==> src/rtl/line_interp.sv <==
// Turns sparse tracked camera points into a dense, gap-free Bresenham pixel
// stream for the frame writer; handles pen-up, glitch jumps and off-screen samples.
module line_interp #(
    parameter int H_RES    = 640,
    parameter int V_RES    = 480,
    parameter int MAX_JUMP = 64
) (
    input  logic       clk,
    input  logic       reset,
    input  logic [9:0] cam_x,
    input  logic [9:0] cam_y,
    input  logic       pen,
    input  logic       cam_valid,
    output logic       cam_ready,
    output logic [9:0] px_x,
    output logic [9:0] px_y,
    output logic       px_valid,
    input  logic       px_ready,
    output logic       busy
);

    typedef enum logic [1:0] {
        S_IDLE  = 2'd0,
        S_SETUP = 2'd1,
        S_DRAW  = 2'd2
    } state_t;

    localparam logic [10:0] H_LIM    = 11'(H_RES);
    localparam logic [10:0] V_LIM    = 11'(V_RES);
    localparam logic [10:0] JUMP_LIM = 11'(MAX_JUMP);

    state_t             r_state;
    logic               r_have_last;
    logic [9:0]         r_last_x;
    logic [9:0]         r_last_y;
    logic [9:0]         r_end_x;
    logic [9:0]         r_end_y;
    logic [9:0]         r_px_x;
    logic [9:0]         r_px_y;
    logic               r_px_valid;
    logic               r_cam_ready;
    logic               r_busy;
    logic signed [11:0] r_err;
    logic [10:0]        r_adx;
    logic [10:0]        r_ady;
    logic               r_neg_x;
    logic               r_neg_y;
    logic [10:0]        r_cnt;

    logic signed [10:0] w_acc_dx;
    logic signed [10:0] w_acc_dy;
    logic signed [10:0] w_su_dx;
    logic signed [10:0] w_su_dy;
    logic [10:0]        w_su_adx;
    logic [10:0]        w_su_ady;
    logic [10:0]        w_su_steps;
    logic               w_in_range;
    logic               w_jump;
    logic               w_same;
    logic signed [12:0] w_e2;
    logic signed [12:0] w_neg_ady;
    logic signed [12:0] w_pos_adx;
    logic               w_step_x;
    logic               w_step_y;
    logic signed [11:0] w_nerr;
    logic [9:0]         w_nx;
    logic [9:0]         w_ny;

    function automatic logic [10:0] abs11(input logic signed [10:0] v);
        abs11 = v[10] ? 11'(-v) : 11'(v);
    endfunction

    // Classification of an incoming sample against the last drawn point
    always_comb begin
        w_acc_dx   = $signed({1'b0, cam_x}) - $signed({1'b0, r_last_x});
        w_acc_dy   = $signed({1'b0, cam_y}) - $signed({1'b0, r_last_y});
        w_in_range = ({1'b0, cam_x} < H_LIM) && ({1'b0, cam_y} < V_LIM);
        w_jump     = (abs11(w_acc_dx) > JUMP_LIM) || (abs11(w_acc_dy) > JUMP_LIM);
        w_same     = (cam_x == r_last_x) && (cam_y == r_last_y);
    end

    // Line deltas from last point to endpoint; zero for the single-pixel case
    always_comb begin
        w_su_dx  = $signed({1'b0, r_end_x}) - $signed({1'b0, r_last_x});
        w_su_dy  = $signed({1'b0, r_end_y}) - $signed({1'b0, r_last_y});
        w_su_adx = abs11(w_su_dx);
        w_su_ady = abs11(w_su_dy);
        if (w_su_adx >= w_su_ady) begin
            w_su_steps = w_su_adx;
        end else begin
            w_su_steps = w_su_ady;
        end
    end

    // One Bresenham step from the currently presented pixel
    always_comb begin
        w_e2      = $signed({r_err, 1'b0});
        w_neg_ady = -$signed({2'b00, r_ady});
        w_pos_adx = $signed({2'b00, r_adx});
        w_step_x  = (w_e2 >= w_neg_ady);
        w_step_y  = (w_e2 <= w_pos_adx);
        w_nerr    = r_err - (w_step_x ? $signed({1'b0, r_ady}) : 12'sd0)
                          + (w_step_y ? $signed({1'b0, r_adx}) : 12'sd0);
        w_nx      = w_step_x ? (r_neg_x ? r_px_x - 10'd1 : r_px_x + 10'd1) : r_px_x;
        w_ny      = w_step_y ? (r_neg_y ? r_px_y - 10'd1 : r_px_y + 10'd1) : r_px_y;
    end

    // Control FSM, line state and registered outputs
    always_ff @(posedge clk) begin
        if (!reset) begin
            r_state     <= S_IDLE;
            r_have_last <= 1'b0;
            r_last_x    <= 10'd0;
            r_last_y    <= 10'd0;
            r_end_x     <= 10'd0;
            r_end_y     <= 10'd0;
            r_px_x      <= 10'd0;
            r_px_y      <= 10'd0;
            r_px_valid  <= 1'b0;
            r_cam_ready <= 1'b0;
            r_busy      <= 1'b0;
            r_err       <= 12'sd0;
            r_adx       <= 11'd0;
            r_ady       <= 11'd0;
            r_neg_x     <= 1'b0;
            r_neg_y     <= 1'b0;
            r_cnt       <= 11'd0;
        end else begin
            case (r_state)
                S_IDLE: begin
                    r_cam_ready <= 1'b1;
                    r_busy      <= 1'b0;
                    if (r_cam_ready && cam_valid) begin
                        if (!pen) begin
                            r_have_last <= 1'b0;
                        end else if (!w_in_range) begin
                            r_have_last <= r_have_last;
                        end else if (!r_have_last || w_jump) begin
                            // Restart the stroke: last == end yields a zero-step line
                            r_last_x    <= cam_x;
                            r_last_y    <= cam_y;
                            r_end_x     <= cam_x;
                            r_end_y     <= cam_y;
                            r_have_last <= 1'b1;
                            r_state     <= S_SETUP;
                            r_cam_ready <= 1'b0;
                            r_busy      <= 1'b1;
                        end else if (w_same) begin
                            r_have_last <= r_have_last;
                        end else begin
                            r_end_x     <= cam_x;
                            r_end_y     <= cam_y;
                            r_state     <= S_SETUP;
                            r_cam_ready <= 1'b0;
                            r_busy      <= 1'b1;
                        end
                    end
                end
                S_SETUP: begin
                    r_adx   <= w_su_adx;
                    r_ady   <= w_su_ady;
                    r_neg_x <= w_su_dx[10];
                    r_neg_y <= w_su_dy[10];
                    r_err   <= $signed({1'b0, w_su_adx}) - $signed({1'b0, w_su_ady});
                    r_cnt   <= w_su_steps;
                    r_px_x  <= r_last_x;
                    r_px_y  <= r_last_y;
                    r_state <= S_DRAW;
                end
                S_DRAW: begin
                    if (!r_px_valid) begin
                        // First pixel: the start point is never re-emitted
                        r_px_valid <= 1'b1;
                        if (r_cnt != 11'd0) begin
                            r_px_x <= w_nx;
                            r_px_y <= w_ny;
                            r_err  <= w_nerr;
                            r_cnt  <= r_cnt - 11'd1;
                        end
                    end else if (px_ready) begin
                        if (r_cnt == 11'd0) begin
                            r_px_valid <= 1'b0;
                            r_last_x   <= r_end_x;
                            r_last_y   <= r_end_y;
                            r_busy     <= 1'b0;
                            r_state    <= S_IDLE;
                        end else begin
                            r_px_x <= w_nx;
                            r_px_y <= w_ny;
                            r_err  <= w_nerr;
                            r_cnt  <= r_cnt - 11'd1;
                        end
                    end else begin
                        r_px_valid <= 1'b1;
                    end
                end
                default: begin
                    r_state     <= S_IDLE;
                    r_px_valid  <= 1'b0;
                    r_cam_ready <= 1'b0;
                    r_busy      <= 1'b0;
                end
            endcase
        end
    end

    assign cam_ready = r_cam_ready;
    assign px_x      = r_px_x;
    assign px_y      = r_px_y;
    assign px_valid  = r_px_valid;
    assign busy      = r_busy;

endmodule

==> config.mk <==
export PLATFORM = sky130hd
export DESIGN_NAME = line_interp
export DESIGN_NICKNAME = d
export VERILOG_FILES = /design/src/rtl/line_interp.sv
export SDC_FILE = /design/constraint.sdc
export NUM_CORES = 1
export LEC_CHECK = 0
export CAP_MARGIN = 10
export CORE_ASPECT_RATIO = 0.6
export CORE_MARGIN = 5
export CORE_UTILIZATION = 34
export DETAILED_ROUTE_END_ITERATION = 12
export GPL_TIMING_DRIVEN = 0
export PLACE_DENSITY_LB_ADDON = 0.3
export SYNTH_ARGS = -nofsm -noshare
export SYNTH_HDL_FRONTEND = slang
export SYNTH_SLANG_ARGS = --single-unit
==> constraint.sdc <==
create_clock -name clk -period 13.1 [get_ports clk]
set_input_delay 1.965 -clock clk [delete_from_list [all_inputs] [get_ports clk]]
set_output_delay 1.965 -clock clk [all_outputs]
set_load 0.03 [all_outputs]
## Yosys cells after proc, flatten, opt, wreduce, memory -nomap -nowiden

Cells that the tools add are included.

| word-level totals | value |
|---|---|
| output and inout bits | 23 |
| logic and storage cells | 161 |
| flip-flop bits (word level) | 113 |

| cells by class | value |
|---|---|
| reduce and logical (&&, ||, !) cells | 19 |
| multiplexer cells | 82 |
| equal/unequal tests | 18 |
| $add $sub $neg | 17 |
| magnitude comparators | 7 |
| bitwise operators | 1 |

Operators with widths:

| cell | number |
|---|---|
| 10-bit 2-to-1 mux | 30 |
| 11-bit 2-to-1 mux | 11 |
| 10-bit case mux with 2 select lines | 4 |
| 12-bit 2-to-1 mux | 4 |
| 11-bit negation | 4 |
| 10-bit by 10-bit subtractor with 11-bit output | 4 |
| 12-bit case mux with 2 select lines | 1 |
| 11-bit by 7-bit > comparator with 1-bit output (second input constant) | 2 |
| 11-bit case mux with 2 select lines | 1 |
| 10-bit by 1-bit adder with 10-bit output (second input constant) | 2 |
| 10-bit == test | 2 |
| 10-bit by 1-bit subtractor with 10-bit output (second input constant) | 2 |
| 1-bit 2-to-1 mux | 19 |
| 2-bit 2-to-1 mux | 8 |
| 2-bit inequality test (second input constant) | 7 |
| 13-bit greater-or-equal comparator | 1 |
| 13-bit by 12-bit <= comparator with 1-bit output | 1 |
| 11-bit negation with 13-bit output | 1 |
| 12-bit adder | 1 |
| 3-bit inequality test (second input constant) | 4 |
| 4-bit AND reduction | 3 |
| 11-bit by 11-bit subtractor with 12-bit output | 1 |
| 12-bit subtractor | 1 |
| 11-bit greater-or-equal comparator | 1 |
| other kinds (21) | 29 |

## Logic depth before layout (Yosys ltp)

| logic depth | value |
|---|---|
| word-level depth | 11 |
| gate-level depth with buffers | 26 |
| depth with buffers taken out | 26 |

## Worst setup path before layout

No wires, ideal clock.

| timing path | value |
|---|---|
| kind | flip-flop to flip-flop |
| start point | register r_ady[2] |
| end point | register r_err[11] |
| setup slack | 7.518 ns |
| clock period less this slack | 5.582 ns |
| data arrival time | 5.459 ns |
| stages on the path, launching flop included | 25 |
| library setup time | 0.123 ns |
| required time | 12.977 ns |
| cell sequence | dfxtp_1 or4_1 or4_1 nor3_1 xnor2_1 ha_1 a21o_1 a211oi_1 nand2_1 o32a_1 clkbuf_1 and2_1 fa_1 inv_1 ha_1 a21o_1 a21oi_1 o21bai_1 a21o_1 a21oi_1 o21ai_0 o41ai_1 xnor2_1 a221oi_1 nor2_1 |

| on the way | value |
|---|---|
| longest elaborated chain between the ends | 9 |
| elaborated cells on any way between the ends | 10 |
| classes of those cells | add/sub (3); order compare (1); mux (6) |

Ends and longest elaborated chain:

| element | RTL line | RTL |
|---|---|---|
| start, declared | 45 | `logic [10:0] r_ady;` |
| start signal, assigned | 161 | `r_ady <= w_su_ady;` |
| 11-bit negation with 13-bit output | 98 | `w_neg_ady = -$signed({2'b00, r_ady});` |
| 13-bit greater-or-equal comparator | 100 | `w_step_x = (w_e2 >= w_neg_ady);` |
| 11-bit 2-to-1 mux (*) | 102 | `w_nerr = r_err - (w_step_x ? $signed({1'b0, r_ady}) : 12'sd0)` |
| 12-bit subtractor (*) | 102 |  |
| 12-bit adder (*) | 103 | `+ (w_step_y ? $signed({1'b0, r_adx}) : 12'sd0);` |
| 12-bit 2-to-1 mux | 181 | `if (r_cnt == 11'd0) begin` |
| 12-bit 2-to-1 mux | 180 | `end else if (px_ready) begin` |
| 12-bit 2-to-1 mux (*) | 171 | `if (!r_px_valid) begin` |
| 12-bit case mux with 2 select lines (*) | 129 | `case (r_state)` |
| end signal, assigned | 164 | `r_err <= $signed({1'b0, w_su_adx}) - $signed({1'b0, w_su_ady});` |
| end signal, assigned | 177 | `r_err <= w_nerr;` |
| end signal, assigned | 190 | `r_err <= w_nerr;` |
| end, declared | 43 | `logic signed [11:0] r_err;` |

Every way passes the cells marked *; elsewhere a longest branch is shown, timed or not. The select of a mux whose other input is x is not followed.
A chain may end at the register's enable or synchronous reset.

## Worst setup path after layout

Same ends and word-level chain as after synthesis.

==> results_dict.tcl <==
set metrics [dict create \
    synth.area.mux_share_pct 8.04 \
    critPathLaunchType "flip-flop" \
    finClkSkew_ns 0.0100 \
    die_width_um 235 \
    ir_drop_mv 0.0804 \
    fmax_mhz 147 \
    status "completed" \
    tritoncts "done" \
    maxCapViolCount 0 \
    p_leak_nw 4.83 \
    start_util_pct 34.4 \
    wl_per_cell_um 19.7 \
    synth-simple-area-share_pct 20.2 \
    synth_edf_count 0 \
    htreeDepth 4 \
    crit_type "reg2reg" \
    die_h_um 145 \
    numCtsBuffers 17 \
    post_cts_buffers 0 \
    yosys.area.top_type "dfxtp_1" \
    post_cts_resize_count 0 \
    stdcell_count 1821 \
    hpwl_um 28700 \
    antenna_found_initial 0 \
    crit_top_cell "a21o_1" \
    area_delta_synth_final_pct 14.9 \
    path_max_fanout 10 \
    portBuffers 47 \
    clk_pin_slew_worst_paths_ns 0.06 \
    ctsRootBufferMaster "clkbuf_16" \
    finalMaxSlewViolations 0 \
    rsz0062_at_grt "no" \
    final_area_um2 11800 \
    netlist_top_cells_count "161 x nand2_1, 130 x nor2_1, 124 x inv_1, 113 x dfxtp_1, 108 x ha_1" \
    synth-main-ff-cell "dfxtp_1" \
    synth.avg_cell_area_um2 7.71 \
    ys_seq_area_share_pct 22.0 \
    yosys_warnings 0 \
    total_power_mw 1.32 \
    tns_ns 0 \
    synth_compound_area_share_pct 20.2 \
    holdPathEnd "busy" \
    io_pins 48 \
    synth.area.top_cells "dfxtp_1 22%, ha_1 13%, nand2_1 5.9%" \
    clkSinkCount 113 \
    die-area_um2 34000 \
    grt_start_max_net_pins 17 \
    reg2reg_to "r_err[11]" \
    cp-end-kind "flip-flop" \
    yosys.area.top_type_share_pct 22.0 \
    routed-via-count 10100 \
    finalCriticalPeriod_ns 6.82 \
    slew_headroom_pct 35.5 \
    syn_nets 1487 \
    drc 0 \
    min-delay-start "busy" \
    r2r-start "r_ady[2]" \
    syn_area_um2 10300 \
    ys_async_sr_fraction_pct 0 \
    core-area_um2 29900 \
    fillers 3115 \
    cts_max_path_buffers 2 \
    synth_cells 1336 \
    ys_types 75 \
    first_global_vias 9461 \
    ant_nets 0 \
    drt_iter0_markers 1188 \
    via_per_inst 5.54 \
    cts_hold_buf 0 \
    place_area_um2 11300 \
    synth_top_family_by_area "compound AO/OA/AOI/OAI gates" \
    n_antenna_cell 0 \
    hold_path_class "reg2reg" \
    synth_adder_area_share_pct 16.6 \
    required_ns 13.41 \
    layout-drive-gt1-share_pct 5.02 \
    reg2reg_slack_ns 6.28 \
    fp-row-count 49 \
    hold_viol_final 0 \
    dp.cells 1791 \
    yosysMostFrequentCell "nand2_1" \
    grt_use_total_pct 20.8 \
    totalWireLength_um 35800 \
    tightest_slew_ns 0.967 \
    finalSetupViolCount 0 \
    grt-ovfl-total 0 \
    synth-xor-area-share_pct 6.29 \
    nNetsFinal 1553 \
    cp_cell_sequence "or4_1 > or4_1 > nor3_1 > xnor2_1 > ha_1 > a21o_1 > a211oi_1 > nand2_1 > o32a_1 > clkbuf_1 > and2_1 > fa_1 > inv_1 > ha_1 > a21o_1 > a21oi_1 > o21bai_1 > a21o_1 > a21oi_1 > o21ai_0 > o41ai_1 > xnor2_1 > a221oi_1 > nor2_1" \
    critPathArrivalTime_ns 7.13 \
    clock_latency_ns 0.43 \
    slowest_delay_ns 0.60 \
    gp_congestion 0.986 \
    powerDensity_nw_per_um2 111 \
    slowest_stage "or4_1" \
    firstDrtPassIters 5 \
    grt_pass1_wl_um 55100 \
    reg2reg_depth 24 \
    min_period_over_period_pct 52.0 \
    synth.ff_latch_count 113 \
    hold_depth 2 \
]
## power breakdown
part / switching, mW / leakage, nW / internal [mW]
logic: 0.315 / 3.64 / 0.191
registers: 0.00937 / 0.913 / 0.352
clock network: 0.171 / 0.275 / 0.283
total: 0.495 / 4.83 / 0.826
## state kept, by name, summed over array words and instances, names as in the netlist
| register | cells |
|---|---|
| r_last_x | 10 |
| r_end_y | 10 |
| r_have_last | 1 |
| px_y | 10 |
| busy | 1 |
| r_last_y | 10 |
| r_neg_y | 1 |
| r_end_x | 10 |
| cam_ready | 1 |
| r_err | 12 |
| px_x | 10 |
| r_adx | 11 |
| r_state | 2 |
| r_ady | 11 |
| r_neg_x | 1 |
| px_valid | 1 |
| r_cnt | 11 |
## how the worst max path moves through the flow
stage          startpoint  cells past startpoint          end
3_5_place_dp     cam_y[0]                     16  r_last_x[5]
3_3_place_gp     r_ady[2]                     24    r_err[11]
5_1_grt          r_ady[2]                     24    r_err[11]
2_1_floorplan    r_ady[2]                     24    r_err[11]
4_1_cts          r_ady[2]                     24    r_err[11]
6_report         r_ady[2]                     24    r_err[11]
## metrics by stage
| stage | hold WS, ns | setup slack [ns] | utilization, % |
|---|---|---|---|
| 4_1_cts | 0.465 | 6.31 | 39.6 |
| 2_1_floorplan | 0.423 | 7.52 | - |
| 3_3_place_gp | 0.448 | 6.32 | 37.7 |
| 6_report | 0.461 | 6.28 | 39.6 |
| 5_1_grt | 0.494 | 5.74 | 39.6 |
| 3_5_place_dp | 0.458 | 6.34 | 37.7 |
## cells in the final DEF, fill, tap and decap left out, types with 5 or more instances in the layout
cell,n
nand2_1,161
nor2_1,130
inv_1,124
dfxtp_1,113
ha_1,108
a21oi_1,83
o21ai_0,68
mux2i_1,58
clkdlybuf4s50_1,47
clkbuf_1,45
a211oi_1,42
xnor2_1,42
xor2_1,32
a21o_1,24
mux2_2,22
nor3_1,20
nand3_1,19
fa_1,18
nor2b_1,17
clkbuf_16,17
and2_1,16
or3_1,12
a31oi_1,12
o21a_1,11
and3_1,10
nor4_1,9
nand4_1,9
nand2b_1,9
or2_2,6
a2111oi_0,6
or4_1,6
nand3b_1,6
o21bai_1,6
o311ai_0,5
a21boi_0,5
o31ai_1,5
o211ai_1,5
clkbuf_8,5
## area by class of cell
cell class	count	area, um2	share of cell area, %
clock buffers	25	505	4.27
clock inverters	5	52.6	0.444
multi-input cells	1045	7350	62.1
inverters	126	473	3.99
plain buffers	52	220	1.86
well taps	408	510	4.31
repair buffers	47	470	3.97
flip-flops and latches	113	2260	19.1
## worst max-delay path: cells and delay by family (launching register included)
family                     cells  cell delay (ns)
AOI/OAI and AO/OA             11             2.76
xor gates and xnor gates       2             0.32
adders and majority gates      3             1.06
buffers and inverters          2             0.36
DFF                            1             0.37
and+or+nand+nor                6             1.81
## layer usage
| metal | GRT usage (%) | wire length, um |
|---|---|---|
| met1 | 32.3 | 18400 |
| met2 | 26.5 | 12600 |
| met3 | 8.71 | 4630 |
| met4 | 3.22 | 244 |
| met5 | 0 | 0 |
## cell families (layout without fill, tap and decap cells)
| kind of cell | count (synthesis) | count (layout) |
|---|---|---|
| AO/OA/AOI/OAI | 318 | 318 |
| XOR/XNOR | 74 | 74 |
| adder cells (fa/ha/maj) | 126 | 126 |
| buffers and inverters | 178 | 255 |
| flip-flops | 113 | 113 |
| multiplexers | 80 | 80 |
| AND/OR/NAND/NOR | 447 | 447 |
Power figures use the tool's default switching activity.
